[config.mk]
export PLATFORM = sky130hd
export DESIGN_NAME = fb_mem_arbiter
export DESIGN_NICKNAME = d
export VERILOG_FILES = /design/src/rtl/fb_mem_arbiter_pkg.sv /design/src/rtl/fb_wr_fifo.sv /design/src/rtl/fb_mem_arbiter.sv
export SDC_FILE = /design/constraint.sdc
export NUM_CORES = 1
export LEC_CHECK = 0
export ABC_AREA = 1
export CAP_MARGIN = 0
export CORE_AREA = 2 2 169 171
export DETAILED_ROUTE_END_ITERATION = 6
export DIE_AREA = 0 0 171 173
export GPL_ROUTABILITY_DRIVEN = 0
export PLACE_DENSITY_LB_ADDON = 0.12
export SLEW_MARGIN = 20
export SYNTH_ARGS = -nofsm -noshare
export SYNTH_HDL_FRONTEND = slang
export SYNTH_SLANG_ARGS = --single-unit
[constraint.sdc]
create_clock -name clk -period 5.73 [get_ports clk]
set_input_delay 1.146 -clock clk [delete_from_list [all_inputs] [get_ports clk]]
set_output_delay 1.146 -clock clk [all_outputs]
set_load 0.01 [all_outputs]
[src/rtl/fb_mem_arbiter_pkg.sv]
// Shared framebuffer geometry, bus widths and clear-engine state encodings.
package fb_mem_arbiter_pkg;

   localparam int SCREEN_WIDTH  = 640;
   localparam int SCREEN_HEIGHT = 480;

   localparam int FB_ADDR_W     = 19;
   localparam int FB_DATA_W     = 16;
   localparam int FB_WORDS_DEF  = SCREEN_WIDTH * SCREEN_HEIGHT;
   localparam int FB_FIFO_DEPTH = 4;

   typedef enum logic {
      CLR_IDLE = 1'b0,
      CLR_BUSY = 1'b1
   } clr_state_t;

endpackage

[src/rtl/fb_wr_fifo.sv]
// Small synchronous FIFO buffering renderer writes as {addr, data} entries.
module fb_wr_fifo #(
   parameter int DEPTH = 4,
   parameter int WIDTH = 35
) (
   input  logic             clk,
   input  logic             rst,
   input  logic             push,
   input  logic             pop,
   input  logic [WIDTH-1:0] din,
   output logic [WIDTH-1:0] dout,
   output logic             full,
   output logic             empty
);

   localparam int PTR_W = $clog2(DEPTH);

   logic [WIDTH-1:0] mem [DEPTH];
   logic [PTR_W-1:0] wr_ptr, rd_ptr;
   logic [PTR_W:0]   count;
   logic             push_ok, pop_ok;

   // A push while full is refused even if a pop frees a slot this cycle.
   assign push_ok = push && !full;
   assign pop_ok  = pop && !empty;
   assign full    = (count == (PTR_W+1)'(DEPTH));
   assign empty   = (count == '0);
   assign dout    = mem[rd_ptr];

   always_ff @(posedge clk) begin
      if (push_ok) mem[wr_ptr] <= din;
   end

   always_ff @(posedge clk) begin
      if (rst) begin
         wr_ptr <= '0;
         rd_ptr <= '0;
         count  <= '0;
      end else begin
         if (push_ok) wr_ptr <= wr_ptr + PTR_W'(1);
         if (pop_ok)  rd_ptr <= rd_ptr + PTR_W'(1);
         case ({push_ok, pop_ok})
            2'b10:   count <= count + (PTR_W+1)'(1);
            2'b01:   count <= count - (PTR_W+1)'(1);
            default: count <= count;
         endcase
      end
   end

endmodule

[src/rtl/fb_mem_arbiter.sv]
// Framebuffer RAM arbiter: VGA reads first, then the clear engine, then the
// buffered renderer writes. One RAM access per cycle.
module fb_mem_arbiter
   import fb_mem_arbiter_pkg::*;
#(
   parameter int ADDR_W     = FB_ADDR_W,
   parameter int DATA_W     = FB_DATA_W,
   parameter int FB_WORDS   = FB_WORDS_DEF,
   parameter int FIFO_DEPTH = FB_FIFO_DEPTH
) (
   input  logic              clk,
   input  logic              rst,
   input  logic              vga_rd,
   input  logic [ADDR_W-1:0] vga_addr,
   output logic [DATA_W-1:0] vga_data,
   input  logic              wr_valid,
   output logic              wr_ready,
   input  logic [ADDR_W-1:0] wr_addr,
   input  logic [DATA_W-1:0] wr_data,
   input  logic              clr_start,
   input  logic [DATA_W-1:0] clr_color,
   output logic              clr_busy,
   output logic              clr_done,
   output logic              wr_oob,
   output logic              mem_en,
   output logic              mem_we,
   output logic [ADDR_W-1:0] mem_addr,
   output logic [DATA_W-1:0] mem_wdata,
   input  logic [DATA_W-1:0] mem_rdata
);

   localparam logic [ADDR_W-1:0] LAST_ADDR = ADDR_W'(FB_WORDS - 1);
   localparam logic [ADDR_W:0]   FB_LIMIT  = (ADDR_W+1)'(FB_WORDS);

   clr_state_t          state, state_nxt;
   logic [ADDR_W-1:0]   clr_cnt, clr_cnt_nxt;
   logic [DATA_W-1:0]   clr_color_q, clr_color_nxt;
   logic                clr_done_nxt;

   logic                fifo_full, fifo_empty, fifo_push, fifo_pop;
   logic [ADDR_W+DATA_W-1:0] fifo_dout;
   logic                in_range, wr_fire;

   // The RAM returns data one cycle after the grant; pass it straight through.
   assign vga_data = mem_rdata;

   assign clr_busy  = (state == CLR_BUSY);
   assign wr_ready  = !fifo_full;
   assign wr_fire   = wr_valid && wr_ready;
   assign in_range  = ({1'b0, wr_addr} < FB_LIMIT);
   assign fifo_push = wr_fire && in_range;

   fb_wr_fifo #(
      .DEPTH (FIFO_DEPTH),
      .WIDTH (ADDR_W + DATA_W)
   ) u_fifo (
      .clk   (clk),
      .rst   (rst),
      .push  (fifo_push),
      .pop   (fifo_pop),
      .din   ({wr_addr, wr_data}),
      .dout  (fifo_dout),
      .full  (fifo_full),
      .empty (fifo_empty)
   );

   always_ff @(posedge clk) begin
      if (rst) begin
         state       <= CLR_IDLE;
         clr_cnt     <= '0;
         clr_color_q <= '0;
         clr_done    <= 1'b0;
         wr_oob      <= 1'b0;
      end else begin
         state       <= state_nxt;
         clr_cnt     <= clr_cnt_nxt;
         clr_color_q <= clr_color_nxt;
         clr_done    <= clr_done_nxt;
         if (wr_fire && !in_range) wr_oob <= 1'b1;
      end
   end

   // The clear only advances in cycles the scan-out leaves free.
   always_comb begin
      state_nxt     = state;
      clr_cnt_nxt   = clr_cnt;
      clr_color_nxt = clr_color_q;
      clr_done_nxt  = 1'b0;
      case (state)
         CLR_IDLE: begin
            if (clr_start) begin
               clr_color_nxt = clr_color;
               clr_cnt_nxt   = '0;
               state_nxt     = CLR_BUSY;
            end
         end
         CLR_BUSY: begin
            if (!vga_rd) begin
               if (clr_cnt == LAST_ADDR) begin
                  state_nxt    = CLR_IDLE;
                  clr_done_nxt = 1'b1;
               end else begin
                  clr_cnt_nxt = clr_cnt + ADDR_W'(1);
               end
            end
         end
         default: state_nxt = CLR_IDLE;
      endcase
   end

   always_comb begin
      fifo_pop  = 1'b0;
      mem_en    = 1'b0;
      mem_we    = 1'b0;
      mem_addr  = '0;
      mem_wdata = '0;
      if (vga_rd) begin
         mem_en   = 1'b1;
         mem_addr = vga_addr;
      end else if (clr_busy) begin
         mem_en    = 1'b1;
         mem_we    = 1'b1;
         mem_addr  = clr_cnt;
         mem_wdata = clr_color_q;
      end else if (!fifo_empty) begin
         fifo_pop  = 1'b1;
         mem_en    = 1'b1;
         mem_we    = 1'b1;
         mem_addr  = fifo_dout[ADDR_W+DATA_W-1:DATA_W];
         mem_wdata = fifo_dout[DATA_W-1:0];
      end
   end

endmodule

* Word-level counts from Yosys, hierarchy flattened
Memories as Yosys holds them, arrays and structs flattened. A register that Yosys moved wholly into a read port is not among the register bits.
Cells that the tools add are included.
** Operators by class
- Multiplexer cells :: 26
- Reduce and logical (&&, ||, !) cells :: 13
- Magnitude comparators :: 1
- Bitwise operators :: 1
- Equality and inequality tests :: 7
- $add $sub $neg :: 5
** Operators by type and width (count)
- two-way mux 19 bit :: 6
- two-way mux 16 bit :: 3
- case mux 19 bit (2 select lines) :: 1
- adder 19 x 1 -> 19 bit, second input constant :: 1
- == test 19 bit, second input constant :: 1
- < comparator 19 bit, second input constant :: 1
- two-way mux 1 bit :: 12
- != test 2 bit, second input constant :: 3
- case mux 3 bit (2 select lines) :: 1
- logical AND 1 bit :: 5
- adder 2 x 1 -> 2 bit, second input constant :: 2
- two-way mux 2 bit :: 2
- adder 3 x 1 -> 3 bit, second input constant :: 1
- == test 3 bit, second input constant :: 1
- zero test 1 bit :: 3
- zero test 3 bit :: 1
- AND reduction 3 bit :: 1
- OR reduction 3 bit :: 1
- subtractor 3 x 1 -> 3 bit, second input constant :: 1
- == test 2 x 1 -> 1 bit, second input constant :: 1
- == test 2 bit, second input constant :: 1
- case mux 1 bit (2 select lines) :: 1
- AND reduction 2 bit :: 1
- nonzero test 2 bit :: 1
- NOT 1 bit :: 1
** Word-level totals
- Input bits :: 91
- Register bits :: 45
- Memories :: 1
- RAM bits :: 140
- Output and inout port bits :: 57
** Memory list
- u_fifo.mem :: words 4, bits a word 35, rd ports 1, clocked after Yosys merged registers in 1, write ports 1, line fb_wr_fifo.sv:18 : logic [WIDTH-1:0] mem [DEPTH];

* Logic depth before layout (Yosys ltp)
- Word-level depth :: 7
- Gate-level depth with buffers :: 13
- Gate-level depth less buffers :: 13

* Hierarchy
A second synthesis with hierarchy kept.
** Unflattened totals
- Cell total of the unflattened synthesis :: 814
- Area, all modules :: 8241.7 um2
** Modules (own cells, without submodules)
- fb_wr_fifo :: seq. area each 4384.2 um2, area an instance 5670.4 um2, times used 1, cells each 408
- fb_mem_arbiter :: seq. area each 760.7 um2, area an instance 2571.2 um2, times used 1, cells each 406

* Worst setup path before layout
OpenSTA, ideal clock, no wires.
- Kind :: input to register
- Start point :: input port wr_valid
- End point :: memory u_fifo.mem[0][0], enable pin
- Slack :: 2127 ps
- Buffers on the path :: 0
- Library setup time :: 427 ps
- Arrival time :: 3176 ps
- Required time :: 5303 ps
- Cell stages on the path :: 3
- Cell sequence :: a21boi_0 -> nand2_1 -> nor2_1
** Between the ends
- Word-level cells in the longest chain between the ends :: 5
** Ends and longest elaborated chain
- from (decl) :: line fb_mem_arbiter.sv:16 : input logic wr_valid,
- logical AND 1 bit :: line fb_mem_arbiter.sv:49 : assign wr_fire = wr_valid && wr_ready;
- logical AND 1 bit :: line fb_mem_arbiter.sv:51 : assign fifo_push = wr_fire && in_range;
- logical AND 1 bit :: line fb_wr_fifo.sv:24 : assign push_ok = push && !full;
- two-way mux 1 bit :: line fb_wr_fifo.sv:31 : if (push_ok) mem[wr_ptr] <= din;
- two-way mux 1 bit (not written as such) :: line fb_wr_fifo.sv:31
- to (decl) :: line fb_wr_fifo.sv:18
No other way between the ends.

* Worst setup path in the final report
- Start point :: input port vga_rd
- End point :: output port mem_addr[15]
** Between the ends
- Word-level cells in the longest chain between the ends :: 1
** Ends and longest elaborated chain
- from (decl) :: line fb_mem_arbiter.sv:13 : input logic vga_rd,
- two-way mux 19 bit :: line fb_mem_arbiter.sv:117 : if (vga_rd) begin
- to (decl) :: line fb_mem_arbiter.sv:27 : output logic [ADDR_W-1:0] mem_addr,
No other way between the ends.

==> out/results.ini <==
[status]
outcome = complete, no violations

[floorplan]
die_h_um = 173
ioPinCount = 148
initial_core_util_pct = 29.7
die-area_um2 = 29600
dieWidth_um = 171
num_rows = 61
coreArea_um2 = 27600

[detailed_routing]
postRouteAntennaNets = 0
firstDrtPassIters = 5
vias_per_cell = 4.71
route.detailed.drc = 0
wl_per_cell_um = 17.6
routed_wl_mm = 22.9
vias = 6101
drt-initial-drc-count = 365

[critical_path]
cp_max_fo = 22
cp-end-kind = output pin
worstPathArrival_ns = 3.29
cpPeakStageDelay_ns = 0.57
cp_data_required_time_ns = 4.58
cp_num_buf_inv = 3
crit_chain = clkdlybuf4s50_1 > nor2_4 > inv_2 > nor2_1 > a21oi_1 > nand2_1 > clkdlybuf4s50_1
worst_setup_path_start_kind = input port
setup.worst_path.class = in2out
slowest_stage = clkdlybuf4s50_1
cp_top_family = buffers and inverters
path_common_cell = clkdlybuf4s50_1

[synth]
syn-mean-instance-area_um2 = 10.1
synth_nets = 912
synth_common_cells = nor2_1 (152), edfxtp_1 (140), nand2_1 (104)
synth_edf_count = 140
yosysWarningCount = 0
syn_inst = 814
yosysMostFrequentCell = nor2_1
ys_types = 35
ys_seq_elements = 187
async_flop_share_pct = 0
ys.flop_type = edfxtp_1
synth.largest_area_cell = edfxtp_1
synth.cell_area_um2 = 8210
ys_top_cells_by_area = edfxtp_1 (51%), dfxtp_1 (11%), nor2_1 (6.9%), o21ai_0 (5.2%), nand2_1 (4.8%)
ys_seq_area_share_pct = 62.7
synth_top_area_share_pct = 51.2

[clock_tree]
cts_sinks = 187
root_buffer = clkbuf_16
clk_path_buf_depth = 2
post-cts-setup-buffers = 0
cts-buffers-inserted = 17
ctsResizeCount = 0
clk_pin_slew_ns = 0.07
cts_hold_buf = 0
htree_levels = 4
cts_tree = built
worstSkewPairLatency_ns = 0.44

[pwr]
p_per_area_nw_per_um2 = 311
clockPowerShare_pct = 38.4
ir_worst_vdd_mv = 0.212
power_leakage_uw = 0.00351
seq_power_share_pct = 47.7
p_sw_uw = 907
pwr-share-comb_pct = 14.0
switching_share_pct = 28.4
intPower_uw = 2290

[timing]
period_share_pct = 77.4
slew_headroom_pct = 48.6
period_minus_slack_ns = 4.43
grt_setup_unrepaired = false
tns_ns = 0
tightest_slew_ns = 0.769
report.final.hold_viol_count = 0
skew_ns = 0.0221
setup_viol = 0
fmax_mhz = 226
slew_violations = 0

[global_routing]
grtUsageTotal_pct = 15.5
grt_pass1_vias = 5804
grt_pass1_wl_mm = 34.6
grt_max_degree = 71
met2_usage_pct = 23.2
met1_usage_pct = 22.4
antenna_found_initial = 1
use_met3_pct = 2.86
gr-max-usage-layer = met2
grt_overflow_total = 0

[finish]
synthToLayoutAreaGrowth_pct = 25.3
layout.nets = 1001
drive_gt1_share_pct = 7.31
n_fill_cell = 2785
final_cells = 1295

[place]
portBuffers = 115
hpwl_mm = 14.9
placed_cells = 1262

[min_path]
hold_class = reg2reg

[flow_run]
cap_violations = 0

[layout by cell type (no fill, tap or decap), drive strengths merged, types with 28 or more instances in the layout]
cell type,Yosys,routed
a21oi,28,28
clkdlybuf4s50,0,115
dfxtp,47,47
edfxtp,140,140
inv,44,58
nand2,109,109
nand3,37,37
nor2,160,160
o21ai,97,97
o22ai,35,35
[worst reg2reg max path, delay by kind of cell, from the launching register on]
kind	cells	cell delay, ns
simple gates	3	1.26
compound gates	1	0.46
buf+inv	1	0.40
flops	1	0.35
[worst paths after layout]
kind / from / endpoint / slack [ns] / cells after the start
setup / recovery: vga_rd / mem_addr[15] / 1.30 / 7
hold / removal: u_fifo.rd_ptr[1] / u_fifo.rd_ptr[1] / 0.47 / 2
setup reg to reg: u_fifo.count[1] / u_fifo.mem[0][4] / 2.96 / 5
hold reg to reg: u_fifo.rd_ptr[1] / u_fifo.rd_ptr[1] / 0.47 / 2
[flip-flops by register name (all words and copies together), names as in the netlist, named ones only]
| signal | cells |
|---|---|
| u_fifo.mem | 140 |
| clr_cnt | 19 |
| clr_color_q | 16 |
| u_fifo.count | 3 |
| u_fifo.rd_ptr | 2 |
| u_fifo.wr_ptr | 2 |
| clr_busy | 1 |
| clr_done | 1 |
| wr_oob | 1 |
[cells by family (layout without fill, tap and decap cells)]
family / Yosys count / count (layout) / synth area share [%]
buffers and inverters: 101 / 203 / 5.62
xor gates and xnor gates: 3 / 3 / 0.320
and+or+nand+nor: 320 / 320 / 16.5
adders and majority gates: 7 / 7 / 1.16
other: 0 / 1 / 0
AOI/OAI and AO/OA: 196 / 196 / 13.7
DFF: 187 / 187 / 62.7
[power groups by stage]
stage               logic (µW)  registers [µW]  clock network (µW)
floorplan                  235            1550                   0
global placement           452            1560                   0
detailed placement         452            1550                   0
CTS                        454            1520                1260
global route               491            1530                1310
finish                     446            1520                1230
[stage by stage]
stage	hold slack (ns)	power, µW	worst slack [ns]	utilization [%]	cell area (µm²)
3_3_place_gp	0.456	2010	1.27	35.0	9680
2_1_floorplan	0.436	1780	2.13	-	8210
4_1_cts	0.469	3230	1.26	37.2	10300
6_report	0.468	3200	1.30	37.2	10300
3_5_place_dp	0.455	2010	1.27	35.0	9680
5_1_grt	0.505	3330	1.18	37.2	10300
[per-layer routing]
metal,vias up,routed length [µm]
met5,-,0
li1,3016,-
met1,2912,11300
met4,0,433
met3,29,1110
met2,144,10000
[cell type report]
| cell class | count | area, µm² | area share, % |
|---|---|---|---|
| Multi-Input combinational cell | 526 | 2640 | 25.6 |
| Tap cell | 378 | 473 | 4.60 |
| Timing Repair Buffer | 127 | 1250 | 12.2 |
| Sequential cell | 187 | 5150 | 50.0 |
| Antenna cell | 1 | 2.50 | 0.0243 |
| Clock inverter | 15 | 186 | 1.81 |
| Inverter | 44 | 165 | 1.61 |
| Clock buffer | 17 | 425 | 4.13 |
No activity file was read; power rests on OpenSTA's default activity.
